<file path="config.mk">
export PLATFORM = sky130hd
export DESIGN_NAME = sd_cmd_ctrl
export DESIGN_NICKNAME = d
export VERILOG_FILES = /design/src/rtl/sd_cmd_ctrl.sv
export SDC_FILE = /design/constraint.sdc
export NUM_CORES = 1
export LEC_CHECK = 0
export CAP_MARGIN = 40
export CORE_ASPECT_RATIO = 1.2
export CORE_MARGIN = 10
export CORE_UTILIZATION = 50
export DETAILED_ROUTE_END_ITERATION = 10
export MAX_ROUTING_LAYER = met4
export PLACE_DENSITY = 0.87
export SYNTH_ARGS = -nofsm -noshare
export SYNTH_HDL_FRONTEND = slang
export SYNTH_SLANG_ARGS = --single-unit
</file>
<file path="constraint.sdc">
create_clock -name CLK -period 1.75 [get_ports CLK]
set_input_delay 0.35 -clock CLK [delete_from_list [all_inputs] [get_ports CLK]]
set_output_delay 0.35 -clock CLK [all_outputs]
set_load 0.1 [all_outputs]
</file>
<file path="src/rtl/sd_cmd_ctrl.sv">
// SD card command-line controller: divided card clock, 48-bit command framing
// with CRC7, and optional 48-bit response capture with timeout and CRC check.
module sd_cmd_ctrl #(
  parameter int HALF_DIV     = 15,
  parameter int RESP_TIMEOUT = 64
) (
  input  logic        CLK,
  input  logic        RST_N,
  input  logic        START,
  input  logic [5:0]  CMD_IDX,
  input  logic [31:0] CMD_ARG,
  input  logic        RESP_EXP,
  input  logic        CRC_CHK,
  output logic        SD_CLK,
  output logic        CMD_OUT,
  output logic        CMD_OE,
  input  logic        CMD_IN,
  output logic        BUSY,
  output logic        DONE,
  output logic        TIMEOUT,
  output logic        CRC_ERR,
  output logic [5:0]  RESP_IDX,
  output logic [31:0] RESP
);

  localparam int DW = (HALF_DIV > 1) ? $clog2(HALF_DIV) : 1;
  localparam int TW = $clog2(RESP_TIMEOUT + 1);

  typedef enum logic [2:0] {IDLE, SEND, WAIT, RECV, FIN} state_t;

  state_t        state, state_nxt;
  logic [DW-1:0] div_cnt;
  logic          tc, rise_tick, fall_tick;
  logic [39:0]   tx_sr;
  logic [37:0]   rx_sr;
  logic [6:0]    crc;
  logic          crc_bad;
  logic [5:0]    bit_cnt;
  logic [TW-1:0] to_cnt;
  logic          resp_exp, crc_chk;

  function automatic logic [6:0] crc_step(input logic [6:0] c, input logic b);
    logic fb;
    fb = b ^ c[6];
    return {c[5:0], 1'b0} ^ {3'b000, fb, 2'b00, fb};
  endfunction

  // Card clock free-runs regardless of state; ticks mark the CLK cycle whose
  // closing edge flips SD_CLK.
  assign tc        = (div_cnt == DW'(HALF_DIV - 1));
  assign rise_tick = tc & ~SD_CLK;
  assign fall_tick = tc & SD_CLK;

  always_ff @(posedge CLK or negedge RST_N) begin
    if (!RST_N) begin
      div_cnt <= '0;
      SD_CLK  <= 1'b0;
    end else if (tc) begin
      div_cnt <= '0;
      SD_CLK  <= ~SD_CLK;
    end else begin
      div_cnt <= div_cnt + 1'b1;
    end
  end

  always_ff @(posedge CLK or negedge RST_N) begin
    if (!RST_N) state <= IDLE;
    else        state <= state_nxt;
  end

  always_comb begin
    state_nxt = state;
    case (state)
      IDLE: if (START) state_nxt = SEND;
      SEND: if (fall_tick && bit_cnt == 6'd48) state_nxt = resp_exp ? WAIT : FIN;
      WAIT: if (rise_tick) begin
        if (!CMD_IN)                               state_nxt = RECV;
        else if (to_cnt == TW'(RESP_TIMEOUT - 1))  state_nxt = FIN;
      end
      RECV: if (rise_tick && bit_cnt == 6'd47) state_nxt = FIN;
      FIN:  state_nxt = IDLE;
      default: state_nxt = IDLE;
    endcase
  end

  assign BUSY = (state != IDLE);
  assign DONE = (state == FIN);

  always_ff @(posedge CLK or negedge RST_N) begin
    if (!RST_N) begin
      CMD_OUT  <= 1'b1;
      CMD_OE   <= 1'b0;
      TIMEOUT  <= 1'b0;
      CRC_ERR  <= 1'b0;
      RESP     <= '0;
      RESP_IDX <= '0;
      tx_sr    <= '0;
      rx_sr    <= '0;
      crc      <= '0;
      crc_bad  <= 1'b0;
      bit_cnt  <= '0;
      to_cnt   <= '0;
      resp_exp <= 1'b0;
      crc_chk  <= 1'b0;
    end else begin
      case (state)
        IDLE: if (START) begin
          tx_sr    <= {2'b01, CMD_IDX, CMD_ARG};
          resp_exp <= RESP_EXP;
          crc_chk  <= CRC_CHK;
          TIMEOUT  <= 1'b0;
          CRC_ERR  <= 1'b0;
          crc      <= '0;
          bit_cnt  <= '0;
          CMD_OE   <= 1'b1;
        end
        SEND: if (fall_tick) begin
          // CRC accumulates serially as the 40 header bits go out, then is
          // shifted out behind them.
          if (bit_cnt < 6'd40) begin
            CMD_OUT <= tx_sr[39];
            tx_sr   <= {tx_sr[38:0], 1'b0};
            crc     <= crc_step(crc, tx_sr[39]);
            bit_cnt <= bit_cnt + 1'b1;
          end else if (bit_cnt < 6'd47) begin
            CMD_OUT <= crc[6];
            crc     <= {crc[5:0], 1'b0};
            bit_cnt <= bit_cnt + 1'b1;
          end else if (bit_cnt == 6'd47) begin
            CMD_OUT <= 1'b1;
            bit_cnt <= bit_cnt + 1'b1;
          end else begin
            CMD_OUT <= 1'b1;
            CMD_OE  <= 1'b0;
            bit_cnt <= '0;
            to_cnt  <= '0;
            crc     <= '0;
            crc_bad <= 1'b0;
          end
        end
        WAIT: if (rise_tick) begin
          // Start bit is a 0, which leaves the zero CRC seed unchanged.
          if (!CMD_IN)                              bit_cnt <= 6'd1;
          else if (to_cnt == TW'(RESP_TIMEOUT - 1)) TIMEOUT <= 1'b1;
          else                                      to_cnt  <= to_cnt + 1'b1;
        end
        RECV: if (rise_tick) begin
          bit_cnt <= bit_cnt + 1'b1;
          if (bit_cnt < 6'd40) begin
            rx_sr <= {rx_sr[36:0], CMD_IN};
            crc   <= crc_step(crc, CMD_IN);
          end else if (bit_cnt < 6'd47) begin
            crc_bad <= crc_bad | (CMD_IN ^ crc[6]);
            crc     <= {crc[5:0], 1'b0};
          end else begin
            RESP_IDX <= rx_sr[37:32];
            RESP     <= rx_sr[31:0];
            CRC_ERR  <= (crc_chk & crc_bad) | ~CMD_IN;
          end
        end
        default: ;
      endcase
    end
  end

endmodule
</file>
==> results.sh <==
export IMPL_ys_ff_latch=151
export IMPL_max_freq_ghz=0.5235
export IMPL_dr_pass1_iters=5
export IMPL_fin_skew_ns=0.009571
export IMPL_status="complete, but fails checks"
export IMPL_ir_worst_vdd_uv=570.6
export IMPL_place_congestion=0.8670
export IMPL_synth_adder_area_share_pct=0.5643
export IMPL_fill_cells=714
export IMPL_hpwlAfterDp_microns=11040
export IMPL_wl_per_cell_microns=21.05
export IMPL_netlist_instances=553
export IMPL_setup_ws_ns=-0.1601
export IMPL_cp_required_ns=2.06
export IMPL_postRouteAntennaNets=0
export IMPL_rsz0062_at_grt="true"
export IMPL_worst_path_buf_inv=2
export IMPL_wl_microns=19050
export IMPL_die_h_microns=146.3
export IMPL_dp_slack_ns=-0.2199
export IMPL_final_common_cell="dfrtp_1"
export IMPL_grt_pass1_vias=5329
export IMPL_synth_top_family_by_area="multiplexers"
export IMPL_max_slew_worst_pin_slew_ns=0.3983
export IMPL_core_area_sq_um=13120
export IMPL_layout_common_cells="dfrtp_1, buf_4, buf_12"
export IMPL_avgSynthCellArea_sq_um=12.03
export IMPL_crit_start="state[2]"
export IMPL_ioPinCount=89
export IMPL_critPathTopFamily="simple AND/OR/NAND/NOR gates"
export IMPL_synth_fp_nets=600
export IMPL_power_density_nw_per_um2=743.5
export IMPL_cp_start_kind="register"
export IMPL_cts_tree="yes"
export IMPL_htree_levels=4
export IMPL_critical_path_arrival_ns=2.22
export IMPL_max_stage_delay_ns=0.43
export IMPL_reg2reg_depth=5
export IMPL_rows=46
export IMPL_start_util_pct=50.69
export IMPL_cellLeakagePower_nw=4.867
export IMPL_via_count=5151
export IMPL_maxSlewViolCount=0
export IMPL_cts_buffers=17
export IMPL_clockRootBuffer="clkbuf_16"
export IMPL_die_x_microns=125.3
export IMPL_grt_pass1_wl_microns=27640
export IMPL_crit_chain="nand3b_1, buf_4, nor3_4, buf_12, mux2_2"
export IMPL_netlist_area_sq_um=6651
export IMPL_grt_max_degree=42
export IMPL_crit_slowest_cell="dfrtp_2"
export IMPL_dieArea_sq_um=18340
export IMPL_cts_sinks=151
export IMPL_route_detailed_drc=0
export IMPL_path_clk_slew_ns=0.07
export IMPL_async_flop_share_pct=100.0
export IMPL_maxSlewHeadroom_pct=73.45
export IMPL_end_kind="register"
export IMPL_synth_mux_area_share_pct=20.69
export IMPL_yosys_area_share_simple_pct=9.105
export IMPL_synth_compound_area_share_pct=9.048
export IMPL_portBuffers=88
export IMPL_min_path_type="in -> async"
export IMPL_final_setup_viol_count=133
export IMPL_drv_cap=0
export IMPL_area_growth_synth_to_final_pct=53.84
export IMPL_synth_cell_type_count=55
export IMPL_crit_type="reg -> reg"
export IMPL_critPathMaxFanout=39
export IMPL_synth_xor_area_share_pct=0.2634
export IMPL_synth_edff_count=0
export IMPL_insertion_delay_ns=0.43
export IMPL_timing_final_crit_share_pct=109.1
export IMPL_fin_nets=771
export IMPL_hold_violations=0
export IMPL_violations="setup timing"
export IMPL_overflow=0
export IMPL_synth_seq_area_share_pct=56.83
export IMPL_drive_gt1_share_pct=46.54
export IMPL_grt_antenna_before_repair=0
export IMPL_synth_ff_type="dfrtp_1"
export IMPL_vias_per_cell=5.692
export IMPL_finalPower_mw=7.607
export IMPL_rrSetupSlack_ns=-0.16
export IMPL_r2r_end="RESP[26]"
export IMPL_post_route_min_period_ns=1.910
export IMPL_clockBufferDepth=2
export IMPL_grt_usage_pct=19.02
export IMPL_ys_warn_count=0
export IMPL_drtIter0Drc=473
export IMPL_antenna_cells=0
export IMPL_r2r_start="state[2]"
## per-layer routing
metal | vias up | global-route usage, % | wire, microns
met5 | - | - | 0
met1 | 2642 | 19.98 | 7358
li1 | 2290 | - | -
met4 | 0 | 6.574 | 481
met3 | 43 | 4.853 | 831
met2 | 176 | 33.85 | 10380
## final cells by class
| type | instances | area [sq um] | area share (%) |
|---|---|---|---|
| Inverter | 19 | 78.83 | 0.7704 |
| Multi-Input combinational cell | 356 | 3198 | 31.25 |
| Clock buffer | 22 | 464.2 | 4.537 |
| Timing Repair Buffer | 179 | 2370 | 23.16 |
| Sequential cell | 151 | 3791 | 37.05 |
| Clock inverter | 10 | 120.1 | 1.174 |
| Tap cell | 168 | 210.2 | 2.054 |
## cell usage after synthesis (all sizes together), types with 2 or more instances
library cell  instances  share of area, %
nor3                  5              0.53
and3                  2              0.19
o21ai                24               1.8
nand3b                3              0.34
a21oi                46               3.5
nor3b                 3              0.58
nand2b                7              0.70
mux2                 81                14
buf                  21               2.1
o22a                  4              0.53
inv                  19               1.1
nor2b                 4              0.38
dfrtp               150                56
mux2i                46               6.9
or4b                  2              0.30
or4                   2              0.28
nand2                33               1.9
xor2                  2              0.26
ha                    3              0.56
o22ai                 2              0.19
nor2                 51               2.9
o41ai                 2              0.26
clkbuf                6              0.34
nand3                 6              0.45
o31ai                 2              0.23
a31oi                 8              0.75
## cell families after synthesis
| family | count (synthesis) |
|---|---|
| AOI/OAI and AO/OA | 102 |
| DFF | 151 |
| xor gates and xnor gates | 2 |
| and+or+nand+nor | 122 |
| muxes | 127 |
| buffers and inverters | 46 |
| adders and majority gates | 3 |
## repair_timing
| action | 4_1_cts | 5_1_grt |
|---|---|---|
| hold buffers | 1 | 0 |
| hold endpoints to repair | 37 | 0 |
| cloned | 5 | 8 |
| endpoints found under the setup margin | 122 | 141 |
| gates resized for setup | 38 | 112 |
| pin swaps | 6 | 9 |
| buffers inserted | 12 | 19 |
## per-stage QoR
step / setup TNS [ns] / std cells / hold WS [ns] / util, % / area (sq um)
after detailed placement: -13.64 / 832 / 0.2881 / 65.75 / 8628
after global placement: -7.699 / 832 / 0.2854 / 65.75 / 8628
final: -11.09 / 905 / 0.3978 / 77.97 / 10230
after global routing: -17.13 / 905 / 0.4393 / 77.97 / 10230
after CTS: -6.686 / 882 / 0.4059 / 73.02 / 9582
after floorplan: -0.9782 / 553 / 0.05441 / - / 6769
## worst max path at each step
stage          slack (ns)        end  cells past startpoint
4_1_cts             -0.10  rx_sr[11]                      7
2_1_floorplan       -0.06  rx_sr[25]                      5
3_5_place_dp        -0.22  to_cnt[5]                      6
3_3_place_gp        -0.19  to_cnt[5]                      6
6_report            -0.16   RESP[26]                      5
5_1_grt             -0.19   RESP[26]                      5
## flip-flops by register name (all words and copies together), names as in the netlist, 4 cells and up
name	cells
to_cnt	7
RESP	32
RESP_IDX	6
bit_cnt	6
div_cnt	4
rx_sr	38
tx_sr	40
crc	7
## worst register-to-register path, cell delays in order, from the launching register on
cell and delay (ns):
dfrtp_2 0.43, nand3b_1 0.28, buf_4 0.22, nor3_4 0.20, buf_12 0.26, mux2_2 0.41
## where the power goes
| part | total [mW] | switching, mW | internal, mW |
|---|---|---|---|
| sequential | 3.60 | 0.0445 | 3.55 |
| clock | 3.64 | 1.46 | 2.18 |
| combinational | 0.369 | 0.187 | 0.182 |
| total | 7.61 | 1.69 | 5.92 |
No activity file was read; power rests on OpenSTA's default activity.
